`config.mk`:
```
export PLATFORM = sky130hd
export DESIGN_NAME = pm_loader
export DESIGN_NICKNAME = d
export VERILOG_FILES = /design/src/rtl/pm_loader_pkg.sv /design/src/rtl/pm_loader_timeout.sv /design/src/rtl/pm_loader.sv
export SDC_FILE = /design/constraint.sdc
export NUM_CORES = 1
export LEC_CHECK = 0
export ABC_CLOCK_PERIOD_IN_PS = 7800
export CORE_MARGIN = 1
export CORE_UTILIZATION = 61
export CTS_CLUSTER_DIAMETER = 100
export CTS_CLUSTER_SIZE = 20
export DETAILED_ROUTE_END_ITERATION = 8
export GPL_TIMING_DRIVEN = 0
export PLACE_DENSITY = 0.85
export SLEW_MARGIN = 20
export SYNTH_ARGS = -nofsm -noshare
export SYNTH_HDL_FRONTEND = slang
export SYNTH_SLANG_ARGS = --single-unit
```
`constraint.sdc`:
```
create_clock -name clk -period 7.8 [get_ports clk]
set_input_delay 1.17 -clock clk [delete_from_list [all_inputs] [get_ports clk]]
set_output_delay 1.17 -clock clk [all_outputs]
set_load 0.01 [all_outputs]
```
`src/rtl/pm_loader_pkg.sv`:
```
// Shared constants for the PicoBlaze program loader: FSM encodings, frame marker,
// write-enable pattern and the 3-byte instruction packer.
package pm_loader_pkg;

   localparam logic [2:0] ST_IDLE   = 3'd0;
   localparam logic [2:0] ST_LEN_HI = 3'd1;
   localparam logic [2:0] ST_LEN_LO = 3'd2;
   localparam logic [2:0] ST_B0     = 3'd3;
   localparam logic [2:0] ST_B1     = 3'd4;
   localparam logic [2:0] ST_B2     = 3'd5;
   localparam logic [2:0] ST_WRITE  = 3'd6;
   localparam logic [2:0] ST_CSUM   = 3'd7;

   localparam logic [7:0] SYNC_BYTE_DEF = 8'hA5;
   localparam logic [3:0] PM_WE_ALL     = 4'b1111;

   // b0 supplies only instruction bits [17:16]; its upper six bits are don't-care
   function automatic logic [17:0] pack_word(input logic [1:0] hi,
                                             input logic [7:0] mid,
                                             input logic [7:0] lo);
      return {hi, mid, lo};
   endfunction

endpackage

```
`src/rtl/pm_loader_timeout.sv`:
```
// Idle watchdog for the loader: reloads on every byte handshake, counts down while
// a frame is waiting for input, and flags expiry on its last count.
module pm_loader_timeout #(
   parameter int unsigned LOAD_VAL = 16,
   parameter int          CNT_W    = $clog2(LOAD_VAL + 1)
) (
   input  logic clk,
   input  logic rst_n,
   input  logic i_clr,
   input  logic i_load,
   input  logic i_en,
   output logic o_expire
);

   logic [CNT_W-1:0] r_cnt;

   always_ff @(posedge clk or negedge rst_n) begin
      if (!rst_n) begin
         r_cnt <= {CNT_W{1'b0}};
      end else if (i_clr) begin
         r_cnt <= {CNT_W{1'b0}};
      end else if (i_load) begin
         r_cnt <= CNT_W'(LOAD_VAL);
      end else if (i_en && (r_cnt != {CNT_W{1'b0}})) begin
         r_cnt <= r_cnt - CNT_W'(1);
      end else begin
         r_cnt <= r_cnt;
      end
   end

   // Expiry is taken on the edge that would move the count from 1 to 0
   assign o_expire = (r_cnt == CNT_W'(1));

endmodule

```
`src/rtl/pm_loader.sv`:
```
// Serial program loader: unpacks a framed UART byte stream into 18-bit PicoBlaze
// instructions, writes them to the BRAM and holds the CPU in reset until a good load.
module pm_loader
   import pm_loader_pkg::*;
#(
   parameter int          ADDR_W      = 10,
   parameter int          INSTR_W     = 18,
   parameter logic [7:0]  SYNC_BYTE   = SYNC_BYTE_DEF,
   parameter int unsigned TIMEOUT_CYC = 1000000
) (
   input  logic               clk,
   input  logic               rst_n,
   input  logic [7:0]         i_rx_data,
   input  logic               i_rx_valid,
   output logic               o_rx_ready,
   output logic [ADDR_W-1:0]  o_pm_addr,
   output logic [INSTR_W-1:0] o_pm_wdata,
   output logic [3:0]         o_pm_we,
   output logic               o_cpu_reset,
   output logic               o_busy,
   output logic               o_done,
   output logic               o_error,
   output logic [ADDR_W:0]    o_words_loaded
);

   localparam logic [15:0] LEN_MAX = 16'((1 << ADDR_W) - 1);

   logic [2:0]         r_state;
   logic [2:0]         w_state_nxt;
   logic               r_rx_ready;
   logic [7:0]         r_len_hi;
   logic [ADDR_W-1:0]  r_len;
   logic [1:0]         r_b0;
   logic [7:0]         r_b1;
   logic [7:0]         r_sum;
   logic [ADDR_W:0]    r_idx;
   logic [ADDR_W-1:0]  r_pm_addr;
   logic [INSTR_W-1:0] r_pm_wdata;
   logic [3:0]         r_pm_we;
   logic               r_cpu_reset;
   logic               r_busy;
   logic               r_done;
   logic               r_error;
   logic [ADDR_W:0]    r_words_loaded;

   logic               w_hs;
   logic               w_active;
   logic               w_expire;
   logic               w_tmo;
   logic               w_sync_start;
   logic [15:0]        w_len16;
   logic               w_len_err;
   logic [7:0]         w_sum_fin;
   logic               w_csum_ok;
   logic               w_csum_bad;
   logic               w_last;

   assign w_hs         = i_rx_valid & r_rx_ready;
   assign w_active     = (r_state != ST_IDLE) && (r_state != ST_WRITE);
   assign w_tmo        = w_active && !w_hs && w_expire;
   assign w_sync_start = (r_state == ST_IDLE) && w_hs && (i_rx_data == SYNC_BYTE);
   assign w_len16      = {r_len_hi, i_rx_data};
   assign w_len_err    = (r_state == ST_LEN_LO) && w_hs && (w_len16 > LEN_MAX);
   assign w_sum_fin    = r_sum + i_rx_data;
   assign w_csum_ok    = (r_state == ST_CSUM) && w_hs && (w_sum_fin == 8'h00);
   assign w_csum_bad   = (r_state == ST_CSUM) && w_hs && (w_sum_fin != 8'h00);
   assign w_last       = (r_idx[ADDR_W-1:0] == r_len);

   pm_loader_timeout #(
      .LOAD_VAL (TIMEOUT_CYC)
   ) u_timeout (
      .clk      (clk),
      .rst_n    (rst_n),
      .i_clr    ((r_state == ST_IDLE) && !w_hs),
      .i_load   (w_hs),
      .i_en     (w_active),
      .o_expire (w_expire)
   );

   always_comb begin
      w_state_nxt = r_state;
      case (r_state)
         ST_IDLE:   if (w_sync_start) w_state_nxt = ST_LEN_HI; else w_state_nxt = ST_IDLE;
         ST_LEN_HI: if (w_tmo) w_state_nxt = ST_IDLE; else if (w_hs) w_state_nxt = ST_LEN_LO;
                    else w_state_nxt = ST_LEN_HI;
         ST_LEN_LO: if (w_tmo || w_len_err) w_state_nxt = ST_IDLE;
                    else if (w_hs) w_state_nxt = ST_B0; else w_state_nxt = ST_LEN_LO;
         ST_B0:     if (w_tmo) w_state_nxt = ST_IDLE; else if (w_hs) w_state_nxt = ST_B1;
                    else w_state_nxt = ST_B0;
         ST_B1:     if (w_tmo) w_state_nxt = ST_IDLE; else if (w_hs) w_state_nxt = ST_B2;
                    else w_state_nxt = ST_B1;
         ST_B2:     if (w_tmo) w_state_nxt = ST_IDLE; else if (w_hs) w_state_nxt = ST_WRITE;
                    else w_state_nxt = ST_B2;
         ST_WRITE:  if (w_last) w_state_nxt = ST_CSUM; else w_state_nxt = ST_B0;
         ST_CSUM:   if (w_tmo || w_hs) w_state_nxt = ST_IDLE; else w_state_nxt = ST_CSUM;
         default:   w_state_nxt = ST_IDLE;
      endcase
   end

   always_ff @(posedge clk or negedge rst_n) begin
      if (!rst_n) begin
         r_state <= ST_IDLE;
      end else begin
         r_state <= w_state_nxt;
      end
   end

   // Ready is a pure function of the next state, so rx_valid never reaches it combinationally
   always_ff @(posedge clk or negedge rst_n) begin
      if (!rst_n) begin
         r_rx_ready <= 1'b1;
      end else begin
         r_rx_ready <= (w_state_nxt != ST_WRITE);
      end
   end

   always_ff @(posedge clk or negedge rst_n) begin
      if (!rst_n) begin
         r_len_hi <= 8'h00;
         r_len    <= {ADDR_W{1'b0}};
         r_b0     <= 2'b00;
         r_b1     <= 8'h00;
         r_sum    <= 8'h00;
      end else if (w_hs) begin
         case (r_state)
            ST_IDLE:   r_sum    <= 8'h00;
            ST_LEN_HI: r_len_hi <= i_rx_data;
            ST_LEN_LO: r_len    <= w_len16[ADDR_W-1:0];
            ST_B0: begin
               r_b0  <= i_rx_data[1:0];
               r_sum <= w_sum_fin;
            end
            ST_B1: begin
               r_b1  <= i_rx_data;
               r_sum <= w_sum_fin;
            end
            ST_B2:     r_sum    <= w_sum_fin;
            default:   r_sum    <= r_sum;
         endcase
      end else begin
         r_sum <= r_sum;
      end
   end

   always_ff @(posedge clk or negedge rst_n) begin
      if (!rst_n) begin
         r_pm_we    <= 4'b0000;
         r_pm_addr  <= {ADDR_W{1'b0}};
         r_pm_wdata <= {INSTR_W{1'b0}};
      end else if ((r_state == ST_B2) && w_hs) begin
         r_pm_we    <= PM_WE_ALL;
         r_pm_addr  <= r_idx[ADDR_W-1:0];
         r_pm_wdata <= pack_word(r_b0, r_b1, i_rx_data);
      end else begin
         r_pm_we    <= 4'b0000;
      end
   end

   always_ff @(posedge clk or negedge rst_n) begin
      if (!rst_n) begin
         r_idx <= {(ADDR_W+1){1'b0}};
      end else if (w_sync_start) begin
         r_idx <= {(ADDR_W+1){1'b0}};
      end else if (r_state == ST_WRITE) begin
         r_idx <= r_idx + (ADDR_W+1)'(1);
      end else begin
         r_idx <= r_idx;
      end
   end

   // cpu_reset is only ever released by a good checksum; failed frames leave it set
   always_ff @(posedge clk or negedge rst_n) begin
      if (!rst_n) begin
         r_busy         <= 1'b0;
         r_cpu_reset    <= 1'b0;
         r_done         <= 1'b0;
         r_error        <= 1'b0;
         r_words_loaded <= {(ADDR_W+1){1'b0}};
      end else begin
         r_done  <= w_csum_ok;
         r_error <= w_len_err | w_csum_bad | w_tmo;
         if (w_sync_start) begin
            r_busy      <= 1'b1;
            r_cpu_reset <= 1'b1;
         end else if (w_csum_ok) begin
            r_busy      <= 1'b0;
            r_cpu_reset <= 1'b0;
         end else if (w_len_err || w_csum_bad || w_tmo) begin
            r_busy      <= 1'b0;
         end else begin
            r_busy      <= r_busy;
         end
         if (w_csum_ok || w_csum_bad || w_len_err || w_tmo) begin
            r_words_loaded <= r_idx;
         end else begin
            r_words_loaded <= r_words_loaded;
         end
      end
   end

   assign o_rx_ready     = r_rx_ready;
   assign o_pm_addr      = r_pm_addr;
   assign o_pm_wdata     = r_pm_wdata;
   assign o_pm_we        = r_pm_we;
   assign o_cpu_reset    = r_cpu_reset;
   assign o_busy         = r_busy;
   assign o_done         = r_done;
   assign o_error        = r_error;
   assign o_words_loaded = r_words_loaded;

endmodule

```
After elaboration in Yosys (flattened, before gate mapping)
Index checks and enable logic that the tools add are counted.

Bits in read-only memories: 0. Memories: 0. Output and inout port bits: 48. Bits in latches: 0. Flip-flop bits (word level): 118. RAM bits: 0. Input port bits: 11. Logic and storage cells: 99.

Shift-type cells: 0. Eq/ne operators: 12. Multipliers: 0. Bitwise logic cells: 3. Add/sub/neg operators: 3. Multiplexer cells: 26. Reductions and logical operators: 37. Div/mod/pow operators: 0. Magnitude comparators: 1.

Operators by type and width (number): 20-bit two-way mux (3); 3-bit one-hot mux with 8 select lines (1); 11-bit two-way mux (2); 20-bit by 1-bit equality test with 1-bit output (second input constant) (1); 20-bit nonzero test (1); 20-bit by 1-bit subtractor with 20-bit output (second input constant) (1); 3-bit two-way mux (6); 16-bit by 10-bit greater-than comparator with 1-bit output (second input constant) (1); 8-bit one-hot mux with 2 select lines (1); 1-bit logical AND (13); 3-bit equality test (second input constant) (4); 11-bit by 1-bit adder with 11-bit output (second input constant) (1); 10-bit equality test (1); 2-bit AND reduction (5); 3-bit nonzero test (3); 8-bit adder (1); 8-bit equality test (second input constant) (1); 8-bit logical NOT (1); 1-bit two-way mux (8); 2-bit two-way mux (4); 8-bit nonzero test (1); 1-bit logical OR (7); 3-bit by 2-bit equality test with 1-bit output (second input constant) (2); 3-bit inequality test (second input constant) (2); other kinds (8) (11).

Depth between registers and ports, before layout
Gate-level depths: netlist (run 1).

Word-level depth: 8. Gate-level depth with buffers: 7. Mapped depth without buffers: 7.

Cells and area by module
Synthesis (run 1) repeated with hierarchy kept, for this count alone.

Cell total of the unflattened synthesis: 457. Area, all modules: 5596.6 µm².

Modules (own cells, without submodules): pm_loader (cells each 339, sequential area each 2378.5 µm², area an instance 4366.7 µm², instances 1); pm_loader_timeout (cells each 118, sequential area each 500.5 µm², area an instance 1229.9 µm², instances 1).

Worst setup path after synthesis (run 1)
No wires, ideal clock.

Path type: input to register. Start: input port i_rx_data[0]. End: register r_cpu_reset (netlist: o_cpu_reset). Setup slack: 4.726 ns. Setup time: 0.121 ns. Data arrival time: 2.953 ns. Cell stages on the path: 7. Buffers on the path: 0. Data required time: 7.679 ns. Path through: ha_1 > fa_1 > a211oi_1 > or4_1 > o2111ai_1 > or3_1 > o22a_1.

Word-level cells in the longest chain between the ends: 4. Elaborated cells between the ends (all ways): 7. Those cells by class: add/sub (1); eq/ne (1); mux (1); reduce/logical (4).

Ends and longest elaborated chain: start: declaration (line pm_loader.sv:13) `input logic [7:0] i_rx_data,`; 8-bit adder (line pm_loader.sv:64) `assign w_sum_fin = r_sum + i_rx_data;`; 8-bit logical NOT (line pm_loader.sv:65) `assign w_csum_ok = (r_state == ST_CSUM) && w_hs && (w_sum_fin == 8'h00);`; 1-bit logical AND (line pm_loader.sv:65); 2-bit nonzero test (no source line); end signal: assignment (line pm_loader.sv:175) `r_cpu_reset <= 1'b0;`; end signal: assignment (line pm_loader.sv:184) `r_cpu_reset <= 1'b1;`; end signal: assignment (line pm_loader.sv:187) `r_cpu_reset <= 1'b0;`; end: declaration (line pm_loader.sv:40) `logic r_cpu_reset;`.

Parallel ways exist; a longest one is shown, timed or not. A chain may end at the register's enable or synchronous reset.

Worst setup path in the final report (run 1)
Start: input port i_rx_data[1]. End: register r_sum[5].

Word-level cells in the longest chain between the ends: 2.

Ends and longest elaborated chain: 8-bit adder (line pm_loader.sv:64); 8-bit one-hot mux with 2 select lines (line pm_loader.sv:125) `case (r_state)`; end signal: assignment (line pm_loader.sv:131) `r_sum <= w_sum_fin;`; end signal: assignment (line pm_loader.sv:135) `r_sum <= w_sum_fin;`; end signal: assignment (line pm_loader.sv:137) `ST_B2: r_sum <= w_sum_fin;`; end: declaration (line pm_loader.sv:35) `logic [7:0] r_sum;`.

Every way passes these cells.

==> results of run 1 <==
power groups by stage:
| stage | Combinational (mW) | Sequential [mW] | Clock (mW) |
|---|---|---|---|
| floorplan | 0.747 | 1.05 | 0 |
| global placement | 1.13 | 1.03 | 0 |
| detailed placement | 1.18 | 1.05 | 0 |
| CTS | 1.21 | 1.05 | 0.769 |
| global route | 1.32 | 1.09 | 0.795 |
| finish | 1.22 | 1.06 | 0.768 |
area by class of cell:
cell class                 count  area [um^2]
inverter                       8         30.0
tap                          108          135
fill                         525         1840
multi-input combinational    367         2650
clock inverter                15          173
buffer                        26          123
timing repair buffer          59          609
clock buffer                  17          414
sequential                   115         2880
cells in the final DEF (no fill, tap or decap), drive strengths merged, types with 3 or more instances in the layout:
cell / Yosys / final
nand2b: 5 / 5
mux2: 57 / 57
xnor2: 16 / 16
nand3b: 4 / 4
o21ai: 19 / 19
clkinv: 0 / 5
buf: 9 / 11
xor2: 8 / 8
or2: 5 / 5
a32oi: 3 / 3
o311ai: 3 / 3
nor4: 6 / 6
dfrtp: 114 / 114
clkbuf: 17 / 34
a211oi: 4 / 4
a221o: 3 / 3
or4: 5 / 5
and3: 3 / 3
a31oi: 7 / 7
a21oi: 16 / 16
nand2: 59 / 59
nor3b: 3 / 3
nor3: 7 / 7
ha: 11 / 11
a22oi: 4 / 4
or4b: 3 / 3
nor2: 38 / 38
or3: 11 / 11
inv: 8 / 14
nand3: 15 / 15
clkdlybuf4s50: 0 / 57
nand4: 8 / 8
nor2b: 6 / 6
a211o: 3 / 3
routing by layer:
layer | track usage | vias to the layer above | wire (um)
met5 | 0 | - | 0
met4 | 0.117 | 0 | 388
met2 | 0.524 | 253 | 7080
met1 | 0.404 | 2255 | 5810
li1 | - | 2023 | -
met3 | 0.0709 | 41 | 993
path summary, 6_finish.rpt:
path                             to          from  slack [ns]
max                        r_sum[5]  i_rx_data[1]        3.93
min                        r_len[8]   r_len_hi[0]        0.49
max reg2reg                r_sum[5]      r_sum[1]        4.90
min reg2reg                r_len[8]   r_len_hi[0]        0.49
max in group asynchronous  r_len[4]         rst_n        6.50
min in group asynchronous  r_sum[4]         rst_n        0.63
synthesized netlist by cell type, types with 3 or more instances:
cell type                  number  area, um^2
sky130_fd_sc_hd__buf_4          4        30.0
sky130_fd_sc_hd__nor4_1         4        25.0
sky130_fd_sc_hd__nor2_1        38         143
sky130_fd_sc_hd__a211oi_1       4        30.0
sky130_fd_sc_hd__or2_2          5        31.3
sky130_fd_sc_hd__nand2_1       59         221
sky130_fd_sc_hd__nor3_1         7        35.0
sky130_fd_sc_hd__nand2b_1       5        31.3
sky130_fd_sc_hd__or3_1         11        68.8
sky130_fd_sc_hd__a211o_1        3        26.3
sky130_fd_sc_hd__a31oi_1        6        37.5
sky130_fd_sc_hd__dfrtp_1      114        2850
sky130_fd_sc_hd__a22oi_1        4        30.0
sky130_fd_sc_hd__clkbuf_1      17        63.8
sky130_fd_sc_hd__and3_1         3        18.8
sky130_fd_sc_hd__o21ai_0       19        95.1
sky130_fd_sc_hd__inv_1          8        30.0
sky130_fd_sc_hd__o311ai_0       3        26.3
sky130_fd_sc_hd__ha_1          11         138
sky130_fd_sc_hd__nand4_1        8        50.1
sky130_fd_sc_hd__nor2b_1        6        37.5
sky130_fd_sc_hd__a221o_1        3        30.0
sky130_fd_sc_hd__or4_1          3        22.5
sky130_fd_sc_hd__a32oi_1        3        26.3
sky130_fd_sc_hd__a21oi_1       16        80.1
sky130_fd_sc_hd__mux2_2        49         552
sky130_fd_sc_hd__nand3b_1       4        30.0
sky130_fd_sc_hd__mux2_4         8         120
sky130_fd_sc_hd__xnor2_1       16         140
sky130_fd_sc_hd__xor2_1         8        70.1
sky130_fd_sc_hd__nand3_1       15        75.1
sky130_fd_sc_hd__nor3b_1        3        22.5
registers in the layout, summed over array words and instances (netlist names):
name and count:
u_timeout.r_cnt 20, o_pm_wdata 18, o_words_loaded 11, r_idx 11, o_pm_addr 10, r_len 10, r_b1 8, r_len_hi 8
r_sum 8, r_state 3, r_b0 2, o_busy 1, o_cpu_reset 1, o_done 1, o_error 1, o_pm_we 1
o_rx_ready 1
kinds of logic (layout without fill, tap and decap cells):
group / count (synthesis) / after routing / synth area share
AND/OR/NAND/NOR: 186 / 186 / 0.172
adder cells (fa/ha/maj): 12 / 12 / 0.0278
AO/OA/AOI/OAI: 86 / 86 / 0.107
buffers and inverters: 34 / 125 / 0.0269
flip-flops: 115 / 115 / 0.508
XOR/XNOR: 24 / 24 / 0.0371
multiplexers: 59 / 59 / 0.122
stage by stage:
step / std cells / util / power (mW) / setup slack, ns
floorplan: 516 / - / 1.79 / 4.73
global placement: 682 / 0.722 / 2.15 / 1.32
detailed placement: 683 / 0.725 / 2.23 / 3.64
CTS: 715 / 0.792 / 3.03 / 4.00
global route: 715 / 0.792 / 3.20 / 3.69
finish: 715 / 0.792 / 3.05 / 3.93
critical path, delay by kind of cell:
kind	cells	cell delay, ns
simple gates	1	0.15
fa+ha+maj	1	0.30
buf+inv	1	0.71
compound gates	4	1.95
==> impl_results.rst, run 1 <==
.. list-table::
   :header-rows: 1

   * - Metric
     - Value
   * - CTS tree
     - built
   * - Worst Path Max Fanout
     - 8
   * - Share of the clock period used by the worst path after layout
     - 0.496
   * - Wirelength per Cell
     - 20.0 um
   * - Area of the mapped netlist
     - 0.00567 mm^2
   * - Worst setup path category
     - in -> reg
   * - Die area
     - 0.00969 mm^2
   * - Cells on Worst Hold Path
     - 2
   * - Post-Syn Nets
     - 539
   * - Slew @ Worst Pin
     - 1.16 ns
   * - Final routed wirelength across all metal layers
     - 14,300 um
   * - Global-route wire length before repair
     - 23,400 um
   * - Die boundary height
     - 98.4 um
   * - Proportion of layout cells with a drive suffix above 1
     - 0.194
   * - Internal
     - 1.91 mW
   * - Worst reg2reg path depth
     - 6
   * - Number of synthesis warnings
     - 0
   * - Via count
     - 4,572
   * - Number of global-route vias before repair
     - 4,611
   * - Max Transition Viols Final
     - 0
   * - Number of gates resized after cts
     - 0
   * - Max clock buf depth
     - 2
   * - Fin Hold WS
     - 0.487 ns
   * - Iteration-0 DRC count of the detailed router
     - 284
   * - Cells along the critical path
     - clkdlybuf4s50_1 -> ha_1 -> a211oi_1 -> nor2_1 -> o311ai_0 -> a32oi_1 -> o21ai_0
   * - Power density cells
     - 435 mW/mm^2
   * - Final period demand of the worst path
     - 3.87 ns
   * - Clock transition time at the flip-flop clock pins of the worst setup and hold paths
     - 0.06 ns
   * - IR drop worst, VDD
     - 290 uV
   * - Total net switching power
     - 1.14 mW
   * - Max_cap viols
     - 0
   * - Unique masters post-synth
     - 70
   * - Final hold vios
     - 0
   * - Detailed-router iteration count before antenna repair
     - 8
   * - Average vias per placed instance
     - 6.39
   * - Largest net degree at the start of global routing
     - 62
   * - Clock buffers created by TritonCTS
     - 17
   * - Count of state elements after synthesis
     - 115
   * - Kind of end point of the critical path
     - flop
   * - Arrival time worst endpoint
     - 4.29 ns
   * - Largest stage delay on the critical path
     - 1.00 ns
   * - Post-route DRC violation count
     - 6
   * - Relative slew slack
     - 0.219
   * - Fraction of synthesis flops using an asynchronous set or reset pin
     - 1.00
   * - Layout area overhead
     - 23.6%
   * - Fmax
     - 259 MHz
   * - Grt ovf
     - 0
   * - Cell with the largest stage delay on the worst path
     - sky130_fd_sc_hd__o311ai_0
   * - Initial core utilization
     - 0.641
   * - Sw Share
     - 0.373
   * - Final layout net count
     - 617
   * - Unrepaired setup endpoints after global routing
     - false
   * - Mean instance size in the synthesized netlist
     - 11.0 um^2
   * - I/O pins
     - 59
   * - Power share of the sequential group
     - 0.346
   * - Proportion of power drawn by the clock network
     - 0.252
   * - Cells after Synth
     - 516
   * - Placeable core region
     - 0.00885 mm^2
   * - Master cell of the clock root buffer
     - sky130_fd_sc_hd__clkbuf_8
   * - Startpoint kind of the worst setup timing path
     - input port
   * - Std-Cell Rows
     - 34
   * - Gpl congestion
     - 0.852
   * - Register area share after synthesis
     - 0.507
   * - Total number of H-tree levels
     - 4
   * - Failing checks
     - design-rule violations
   * - Overall fraction of global-route tracks in use
     - 0.314
   * - Chip Width
     - 98.4 um
   * - Number of clock sinks
     - 115
   * - Number of antenna violations at the first check in global routing
     - 0
   * - Lkg Pwr
     - 3.02 nW
   * - Count of flip-flops with a built-in enable after synthesis
     - 0
   * - Comb pwr share
     - 0.402
   * - Final ANT Viol Nets
     - 0
   * - Clock skew
     - 0.00799 ns
   * - Post-CTS setup buffer count
     - 0
   * - Final setup vio count
     - 0
   * - Later-pin clock latency in the skew report
     - 0.52 ns
   * - Ant diodes
     - 0
   * - Required @ worst endpoint
     - 8.23 ns
   * - Hpwl dp
     - 8930 um
   * - Number of buffers inserted by hold repair at cts
     - 0
   * - Run status
     - complete, but fails checks
   * - Placed Instance Area
     - 0.00642 mm^2
   * - Ys flop type
     - sky130_fd_sc_hd__dfrtp_1
   * - Min-delay worst type
     - reg -> reg
   * - Summed negative setup slack over all endpoints
     - 0 ns
   * - Port Buffer Count
     - 58
   * - Area of all placed cells without fillers
     - 0.00701 mm^2
No activity file was read; power rests on OpenSTA's default activity.
==> run 2: changes to the inputs <==
ABC_CLOCK_PERIOD_IN_PS = 3700   (was 7800)
CORE_UTILIZATION = 57   (was 61)
PLACE_DENSITY = 0.8   (was 0.85)
clock period = 3.7 ns   (was 7.8 ns; I/O delays follow)
==> run 2 against run 1 <==
The flow now finishes without violations. First-iteration DRC count shrank 29%. Die area grew 6.9%. Highest routed layer unchanged. Core utilization shrank 6.8 points. Sequential share of layout area shrank 0.20 points. Worst setup slack lost 3.5 ns. Global-route usage shrank 2.1 points. Critical path depth grew 1. Sequential power grew 110%. Clock skew grew 0.00064 ns. Final area grew 0.48%. Via count shrank 3.0%. Count of clock-buffer cells in the layout grew 1.
==> impl_results.rst, run 2 (synthesis gave the netlist of run 1 again) <==
.. list-table::
   :header-rows: 1

   * - Metric
     - Value
   * - Number of global-route vias before repair
     - 4,539
   * - Port Buffer Count
     - 58
   * - Summed negative setup slack over all endpoints
     - 0 ns
   * - Min-delay worst type
     - reg -> reg
   * - Chip Width
     - 102 um
   * - Final layout net count
     - 618
   * - Power density cells
     - 900 mW/mm^2
   * - Overall Power
     - 6.34 mW
   * - Post-CTS setup buffer count
     - 0
   * - Placeable core region
     - 0.00973 mm^2
   * - Average vias per placed instance
     - 5.98
   * - Fin Hold WS
     - 0.480 ns
   * - Post-Layout Cell Count
     - 741
   * - I/O pins
     - 59
   * - Cells along the critical path
     - clkdlybuf4s50_1 -> ha_1 -> fa_1 -> a211oi_1 -> or4_1 -> o2111ai_1 -> a2111oi_0 -> a21oi_1
   * - Die boundary height
     - 102 um
   * - Layout area overhead
     - 24.2%
   * - Ant diodes
     - 0
   * - Post-layout util
     - 0.724
   * - Unrepaired setup endpoints after global routing
     - false
   * - Max Transition Viols Final
     - 0
   * - Later-pin clock latency in the skew report
     - 0.51 ns
   * - Fmax
     - 304 MHz
   * - Total number of H-tree levels
     - 4
   * - Final period demand of the worst path
     - 3.29 ns
   * - Global-route wire length before repair
     - 22,600 um
   * - Placed Instance Area
     - 0.00645 mm^2
   * - Clock skew
     - 0.00863 ns
   * - Initial core utilization
     - 0.583
   * - Post-placement worst setup slack
     - 0.0252 ns
   * - Master cell of the clock root buffer
     - sky130_fd_sc_hd__clkbuf_8
   * - Run status
     - complete, no violations
   * - Number of clock sinks
     - 115
   * - Cell with the largest stage delay on the worst path
     - sky130_fd_sc_hd__a2111oi_0
   * - Post-route DRC violation count
     - 0
   * - Arrival time worst endpoint
     - 3.65 ns
   * - Wirelength per Cell
     - 18.5 um
   * - Area of all placed cells without fillers
     - 0.00704 mm^2
   * - Total instance count after detailed placement
     - 708
   * - Leading cell type in the layout, fill and taps excluded
     - sky130_fd_sc_hd__dfrtp_1
   * - Overall fraction of global-route tracks in use
     - 0.293
   * - Std-Cell Rows
     - 36
   * - Final worst slack
     - 0.413 ns
   * - Clock buffers created by TritonCTS
     - 17
   * - Max clock buf depth
     - 2
   * - CTS tree
     - built
   * - IR drop worst, VDD
     - 478 uV
   * - Lkg Pwr
     - 3.02 nW
   * - Final routed wirelength across all metal layers
     - 13,700 um
   * - Iteration-0 DRC count of the detailed router
     - 203
   * - Largest stage delay on the critical path
     - 0.68 ns
   * - Hpwl dp
     - 9070 um
   * - Leading cell types in the layout, fill and taps excluded
     - sky130_fd_sc_hd__dfrtp_1 (114), sky130_fd_sc_hd__nand2_1 (59), sky130_fd_sc_hd__clkdlybuf4s50_1 (57), sky130_fd_sc_hd__mux2_2 (49), sky130_fd_sc_hd__nor2_1 (38)
   * - Startpoint kind of the worst setup timing path
     - input port
   * - Final ANT Viol Nets
     - 0
   * - Max_cap viols
     - 0
   * - Gpl congestion
     - 0.861
   * - Number of flip-flops under the largest register name
     - 20
   * - Slew @ Worst Pin
     - 1.05 ns
   * - Grt ovf
     - 0
   * - Worst setup path category
     - in -> reg
   * - Required @ worst endpoint
     - 4.06 ns
   * - Detailed-router iteration count before antenna repair
     - 5
   * - Filler cell count in the final layout
     - 696
   * - Final hold vios
     - 0
   * - Kind of end point of the critical path
     - flop
   * - Register containing the most flip-flops in the final layout
     - u_timeout.r_cnt
   * - Final setup vio count
     - 0
   * - Worst path bufs/invs
     - 1
   * - Largest net degree at the start of global routing
     - 81
   * - Delay-heaviest family, CP
     - compound AO/OA/AOI/OAI gates
   * - Share of the clock period used by the worst path after layout
     - 0.888
   * - Via count
     - 4,434
   * - Clock transition time at the flip-flop clock pins of the worst setup and hold paths
     - 0.06 ns
   * - Worst Path Max Fanout
     - 7
   * - Number of antenna violations at the first check in global routing
     - 0
   * - Die area
     - 0.0104 mm^2
   * - Proportion of layout cells with a drive suffix above 1
     - 0.196
   * - Relative slew slack
     - 0.290
-- run 2: what timing repair did --
action,4_1_cts,5_1_grt
hold buffers,1,0
endpoints found under the setup margin,0,0
endpoints found under the hold margin,34,0
resized for setup,0,0
-- run 2: area by class of cell --
cell class / count / area, um^2 / share of cell area
inverter: 8 / 30.0 / 0.00426
clock buffer: 18 / 428 / 0.0608
tap: 133 / 166 / 0.0236
sequential: 115 / 2880 / 0.409
timing repair buffer: 60 / 619 / 0.0879
buffer: 26 / 123 / 0.0174
multi-input combinational: 367 / 2650 / 0.376
clock inverter: 14 / 146 / 0.0208
-- run 2: worst paths after layout --
| kind | depth (start not counted) | from | end | slack [ns] |
|---|---|---|---|---|
| max in group asynchronous | 3 | rst_n | o_pm_wdata[6] | 2.50 |
| min in group asynchronous | 2 | rst_n | u_timeout.r_cnt[8] | 0.51 |
| worst max-delay path | 8 | i_rx_data[0] | o_error | 0.41 |
| worst min-delay path | 2 | r_len_hi[1] | r_len[9] | 0.48 |
| worst max register to register | 7 | r_sum[0] | o_error | 0.75 |
| worst min register to register | 2 | r_len_hi[1] | r_len[9] | 0.48 |
-- run 2: tightest hold or removal path, stage by stage, from the launching register on --
cell	delay, ns
sky130_fd_sc_hd__dfrtp_1	0.34
sky130_fd_sc_hd__nand2_1	0.05
sky130_fd_sc_hd__nand2_1	0.05
-- run 2: layer usage --
| layer | share of wire | wire length, um | up-vias | global-route usage |
|---|---|---|---|---|
| met4 | 0.027 | 370 | 0 | 0.142 |
| met5 | 0 | 0 | - | 0 |
| met3 | 0.062 | 855 | 38 | 0.0732 |
| met1 | 0.41 | 5620 | 2196 | 0.366 |
| li1 | - | - | 2021 | - |
| met2 | 0.50 | 6880 | 179 | 0.476 |
-- run 2: power breakdown --
part / total [mW] / internal, mW / leakage (nW) / switching (mW)
registers: 2.21 / 1.79 / 1.42 / 0.418
logic: 2.56 / 1.27 / 1.32 / 1.29
clock network: 1.57 / 0.931 / 0.277 / 0.642
